**src/rtl/fft_bitrev_reorder.sv**
```systemverilog
// fft_bitrev_reorder
// Takes FFT bins in bit-reversed order from the last SDF butterfly stage and
// replays each N-point frame in natural bin order (0..N-1) on a valid/ready stream.
// A two-bank ping-pong buffer lets one frame fill while the previous one drains,
// so back-to-back frames stream at one sample per clock.
// Optional feature macro: FFT_REORDER_INDEX_EN adds the out_idx port (natural bin index).
module fft_bitrev_reorder #(
   parameter int DATA_WIDTH = 16,
   parameter int N_POINTS   = 16
) (
   input  logic                  clk,
   input  logic                  rst,
   input  logic                  in_val,
   output logic                  in_ready,
   input  logic [DATA_WIDTH-1:0] in_re,
   input  logic [DATA_WIDTH-1:0] in_im,
   output logic                  out_val,
   input  logic                  out_ready,
   output logic [DATA_WIDTH-1:0] out_re,
   output logic [DATA_WIDTH-1:0] out_im,
   output logic                  out_last
`ifdef FFT_REORDER_INDEX_EN
   ,
   output logic [$clog2(N_POINTS)-1:0] out_idx
`endif
);

   localparam int LOG2N = $clog2(N_POINTS);
   localparam logic [LOG2N-1:0] CNT_ONE  = LOG2N'(1);
   localparam logic [LOG2N-1:0] CNT_LAST = LOG2N'(N_POINTS - 1);

   // Both banks live in one array; the top address bit selects the bank.
   logic [2*DATA_WIDTH-1:0] mem [0:2*N_POINTS-1];

   logic [1:0]            bank_full_reg;
   logic [1:0]            bank_full_next;
   logic                  wr_sel_reg;
   logic [LOG2N-1:0]      wr_cnt_reg;
   logic                  rd_sel_reg;
   logic [LOG2N-1:0]      rd_cnt_reg;
   logic [LOG2N-1:0]      rd_rev;

   logic                  out_val_reg;
   logic                  out_last_reg;
   logic [DATA_WIDTH-1:0] out_re_reg;
   logic [DATA_WIDTH-1:0] out_im_reg;

   logic                  wr_accept;
   logic                  wr_wrap;
   logic                  rd_advance;
   logic                  rd_wrap;

   // Handshake decisions come from registered state only, so in_ready has no
   // combinational path from out_ready.
   assign in_ready   = ~bank_full_reg[wr_sel_reg];
   assign wr_accept  = in_val & in_ready;
   assign wr_wrap    = wr_accept & (wr_cnt_reg == CNT_LAST);
   assign rd_advance = bank_full_reg[rd_sel_reg] & (~out_val_reg | out_ready);
   assign rd_wrap    = rd_advance & (rd_cnt_reg == CNT_LAST);

   // Read address: natural bin index rd_cnt lives at slot bitrev(rd_cnt).
   generate
      for (genvar gi = 0; gi < LOG2N; gi++) begin : g_bitrev
         assign rd_rev[gi] = rd_cnt_reg[LOG2N-1-gi];
      end
   endgenerate

   // Full flags: writer marks its bank full on the last sample, reader frees its
   // bank on the last bin. The two never address the same bank in one cycle.
   always_comb begin
      bank_full_next = bank_full_reg;
      if (wr_wrap) begin
         bank_full_next[wr_sel_reg] = 1'b1;
      end
      if (rd_wrap) begin
         bank_full_next[rd_sel_reg] = 1'b0;
      end
   end

   // Control state: bank pointers, counters and full flags.
   always_ff @(posedge clk or negedge rst) begin
      if (!rst) begin
         bank_full_reg <= 2'b00;
         wr_sel_reg    <= 1'b0;
         wr_cnt_reg    <= '0;
         rd_sel_reg    <= 1'b0;
         rd_cnt_reg    <= '0;
      end else begin
         bank_full_reg <= bank_full_next;
         if (wr_accept) begin
            wr_cnt_reg <= wr_cnt_reg + CNT_ONE;
            if (wr_wrap) begin
               wr_sel_reg <= ~wr_sel_reg;
            end
         end
         if (rd_advance) begin
            rd_cnt_reg <= rd_cnt_reg + CNT_ONE;
            if (rd_wrap) begin
               rd_sel_reg <= ~rd_sel_reg;
            end
         end
      end
   end

   // Sample storage: contents need no reset, the full flags gate every read.
   always_ff @(posedge clk) begin
      if (wr_accept) begin
         mem[{wr_sel_reg, wr_cnt_reg}] <= {in_re, in_im};
      end
   end

   // Output register: registered read from the buffer, held while stalled.
   always_ff @(posedge clk or negedge rst) begin
      if (!rst) begin
         out_val_reg  <= 1'b0;
         out_last_reg <= 1'b0;
         out_re_reg   <= '0;
         out_im_reg   <= '0;
      end else if (rd_advance) begin
         out_val_reg  <= 1'b1;
         out_last_reg <= (rd_cnt_reg == CNT_LAST);
         {out_re_reg, out_im_reg} <= mem[{rd_sel_reg, rd_rev}];
      end else if (out_val_reg && out_ready) begin
         out_val_reg  <= 1'b0;
      end
   end

`ifdef FFT_REORDER_INDEX_EN
   logic [LOG2N-1:0] out_idx_reg;

   // Natural bin index travels with the data and holds during stalls.
   always_ff @(posedge clk or negedge rst) begin
      if (!rst) begin
         out_idx_reg <= '0;
      end else if (rd_advance) begin
         out_idx_reg <= rd_cnt_reg;
      end
   end

   assign out_idx = out_idx_reg;
`endif

   assign out_val  = out_val_reg;
   assign out_last = out_last_reg;
   assign out_re   = out_re_reg;
   assign out_im   = out_im_reg;

endmodule
```
**config.mk**
```make
export PLATFORM = sky130hd
export DESIGN_NAME = fft_bitrev_reorder
export DESIGN_NICKNAME = d
export VERILOG_FILES = /design/src/rtl/fft_bitrev_reorder.sv
export SDC_FILE = /design/constraint.sdc
export NUM_CORES = 1
export LEC_CHECK = 0
export CORE_ASPECT_RATIO = 1.1
export CORE_UTILIZATION = 37
export CTS_BUF_LIST = sky130_fd_sc_hd__clkbuf_16
export DETAILED_ROUTE_END_ITERATION = 10
export PLACE_DENSITY_LB_ADDON = 0.2
export SYNTH_ARGS = -nofsm -noshare
export SYNTH_HDL_FRONTEND = slang
export SYNTH_SLANG_ARGS = --single-unit
```
**constraint.sdc**
```tcl
create_clock -name clk -period 9.84 [get_ports clk]
set_input_delay 1.968 -clock clk [delete_from_list [all_inputs] [get_ports clk]]
set_output_delay 1.968 -clock clk [all_outputs]
set_load 0.01 [all_outputs]
```
[After elaboration in Yosys (flattened, before gate mapping)]
Memory sizes are Yosys's and may differ from the RTL's. A register that Yosys moved wholly into a read port is not among the register bits.
Index checks and enable logic that the tools add are counted.
Word-level totals
  bits in writable memories: 1024
  memories: 1
  memory bits (read-only): 0
  bits of input ports: 36
  logic and storage cells: 49
  flip-flop bits (word level): 14
  bits in latches: 0
  output and inout bits: 35
Cells by class
  eq/ne operators: 2
  magnitude comparators: 4
  shift operators: 0
  add/subtract/negate cells: 2
  div/mod/pow operators: 0
  reductions and logical operators: 7
  bitwise gates (word level): 12
  $mul: 0
  multiplexer cells: 14
Memory list
  mem: depth 32, width 32, read ports 1, clocked after Yosys merged registers in 1, wr ports 1, line 33  | logic [2*DATA_WIDTH-1:0] mem [0:2*N_POINTS-1];
Operators with widths (number)
  $mux 1: 10
  $add 4x1->4 const B: 2
  $eq 4x4->1 const B: 2
  $and 1x1->1: 4
  $lt 1x2->1 const B: 2
  $mux 2: 2
  $not 1->1: 4
  $reduce_and 2->1: 2
  $logic_and 1x1->1: 3
  $and 2x2->2: 1
  $demux 1 s1: 2
  $ge 1x1->1 const B: 2
  $not 2->2: 1
  $or 2x2->2: 1
  $reduce_bool 2->1: 1
  $logic_not 1->1: 1
  $or 1x1->1: 1

[Depth between registers and ports, before layout]
  depth after elaboration: 8
  depth in mapped cells: 8
  depth with buffers taken out: 5

[Least setup slack after synthesis]
Ideal clock, no wire load.
  path kind: input -> register
  from: in in_val
  to: mem mem[31][0] (netlist name), enable pin
  data required time: 9.417 ns
  setup slack: 5.548 ns
  arrival time: 3.869 ns
  setup time: 0.423 ns
  stages on the path: 5
  buffers on the path: 2
  cells stage by stage: and2_1 buf_2 nand2_1 buf_2 nor2_1
Between the ends
  cells in the longest elaborated chain, start to end: 3
RTL lines
  start: declaration: line 13  | input logic in_val,
  $and 1x1->1: line 56  | assign wr_accept = in_val & in_ready;
  $mux 1: line 107  | if (wr_accept) begin
  $mux 1 (not written as such): line 108  | mem[{wr_sel_reg, wr_cnt_reg}] <= {in_re, in_im};
  end: declaration: line 33
Every way passes these cells.

[Worst setup path after layout]
  from: in in_val
  to: mem mem[27][31] (netlist name), enable pin
Same word-level chain as after synthesis.

==> results.toml <==
[synthesis]
synth_edf_count = 1024
yosys_most_used_dff = "edfxtp_1"
yosys-top-cells-count = "edfxtp_1 (1024), mux2i_1 (514), a22oi_1 (128), a21oi_1 (65), a22o_1 (64)"
ys_top_cells_by_area = "edfxtp_1 (73%), mux2i_1 (12%), dfrtp_1 (2.7%)"
syn_nets = 2272
yosysWarnings = 0
synth_top_area_share_pct = 73.5
async_reset_ff_share_pct = 4.30
synthDistinctLibCells = 35
yosys_register_bits = 1070
netlist_area_um2 = 41900
synth_top_area_cell = "edfxtp_1"
ys_seq_area_share_pct = 76.2
avgSynthCellArea_um2 = 18.8
syn_inst = 2231
yosysMostFrequentCell = "edfxtp_1"

[cells_and_area]
syn_to_final_growth_pct = 14.3
nets = 2344
drive_above_1_share_pct = 13.6
regArea_um2 = 31900
fill_cells = 9868
multiInputGateArea_um2 = 9410
design_area_um2 = 47800
largest_reg_flops = 1024

[timing]
finalMaxSlewViolations = 0
fin_skew_ns = 0.0274
slew_headroom_pct = 12.8
min_period_ns = 4.35
finalHoldViolations = 0
fmax_ghz = 0.230
tns_ns = 0
worstMarginPinSlew_ns = 1.30
finalCritPeriodShare_pct = 44.2
setup_violations = 0
rsz0062_at_grt = "no"

[floorplan]
core-area_um2 = 112000
dieArea_um2 = 114000
num_io_pins = 71
chipHeight_um = 355
start_util_pct = 37.3
row_count = 129
die_w_um = 323

[power]
p_seq_share_pct = 40.9
p_leak_nw = 15.6
combPwrFrac_pct = 27.7
pwr-share-clk_pct = 31.4
internal-power_w = 0.00920
total_power_w = 0.0135
netSwitchingFraction_pct = 31.7
cellPowerDensity_nw_per_um2 = 282
ir_drop_uv = 219
power_switching_w = 0.00427

[clock_tree]
htree_levels = 3
clockRootBuffer = "clkbuf_16"
numClockSinks = 1070
cts_buffers = 110
cts_resized = 0
cts_buffer_depth = 3
cts_setup_buffers = 0
cts_tree = "built"
clk-insertion-delay-late_ns = 0.68
path_clk_slew_ns = 0.06
holdBufCountCts = 0

[route]
totalWireLength_um = 101000
viasPerCell = 5.27
drc = 0
wl_per_cell_um = 25.9
dr_total_vias = 20600
ant_nets = 0
drt_iter0_markers = 1869
first_pass_iters = 5

[global_routing]
grt_pass1_wl_um = 146000
grt_overflow = 0
grt_antenna_before_repair = 2
grt_max_degree = 133
grt_use_total_pct = 17.6
grt_pass1_vias = 21000

[worst_setup_path]
r2r_setup_slack_ns = 5.73
worstRegToRegCells = 7
worst_setup_path_end_kind = "register"
worst-path-max-fanout = 32
cp.arrival_ns = 4.62
startpoint_type = "input pin"
path_class = "input pin to register"
r2r_start = "rd_cnt_reg[3]"
rr_endpoint = "out_im[5]"
crit_required_ns = 10.11

[flow_run]
cap_violations = 0

[hold_path]
worstHoldPathCells = 2
holdCritPathClass = "register to register"
min-delay-start = "out_im[15]"
worstHoldEndpoint = "out_im[15]"

[place]
placed_area_um2 = 44100
finalWeightedCongestion = 0.771
io_buffers = 70
hpwl_um = 56400

[outcome]
status = "completed"
## per-stage QoR
stage	setup slack, ns	util (%)	std cells	hold slack [ns]
after floorplan	5.55	-	2231	0.481
after global placement	4.77	39.3	3697	0.494
after detailed placement	4.74	39.3	3697	0.492
after global routing	5.34	42.6	3900	0.539
after CTS	5.45	42.6	3900	0.515
final	5.49	42.6	3901	0.496
## power groups by stage
stage,combinational [W],sequential [W],clock (W)
after floorplan,0.00257,0.00551,0
after detailed placement,0.00376,0.00562,0
after global routing,0.00397,0.00554,0.00449
after CTS,0.00377,0.00552,0.00430
final,0.00373,0.00551,0.00422
after global placement,0.00373,0.00561,0
## routing by layer
layer	GRT usage, %	routed length (um)	part of all wire, %
met5	0	0	0
met4	3.98	1540	1.5
met3	2.57	4230	4.2
met2	28.8	48900	48
met1	24.8	46200	46
## worst max path at each step
stage / startpoint / end / slack (ns) / cells after the start
after global placement: in_val / mem[23][28] / 4.77 / 4
after CTS: in_val / mem[23][4] / 5.45 / 4
after global routing: in_val / mem[23][4] / 5.34 / 4
after detailed placement: in_val / mem[23][1] / 4.74 / 4
after floorplan: in_val / mem[31][0] / 5.55 / 5
final: in_val / mem[27][31] / 5.49 / 4
## cells by family after synthesis
group | Yosys count | synth area share, %
xor gates and xnor gates | 7 | 0.146
adders and majority gates | 5 | 0.149
and+or+nand+nor | 101 | 1.01
AOI/OAI and AO/OA | 390 | 8.22
muxes | 514 | 12.3
DFF | 1070 | 76.2
buffers and inverters | 144 | 1.98
## layout by cell type, fill, tap and decap left out, drive strengths merged, types with 17 or more instances in the layout
cell           Yosys  final
inv                5     33
nand2             50     50
bufinv             0     17
clkdlybuf4s50      0     51
a21oi             65     65
o22ai             32     32
edfxtp          1024   1024
o41ai             32     32
clkinv             0     41
dfrtp             46     46
a22oi            128    128
nor2              35     35
a22o              64     64
clkbuf            64    111
a221oi            64     64
buf               75     48
mux2i            514    514
## worst max-delay path, stage by stage
cell and delay [ns]:
clkdlybuf4s50_1 0.50, and2_1 0.29, nand2_1 0.60, nor2_4 1.16
## layout make-up
cell class | instances | share of cell area (%)
antenna | 1 | 0.00523
multi-input combinational | 1017 | 19.7
clock buffer | 111 | 5.81
tap | 1506 | 3.94
timing repair buffer | 99 | 1.88
clock inverter | 92 | 1.94
sequential | 1070 | 66.7
inverter | 5 | 0.0392
Note: power is estimated with default switching activity, not from simulation.
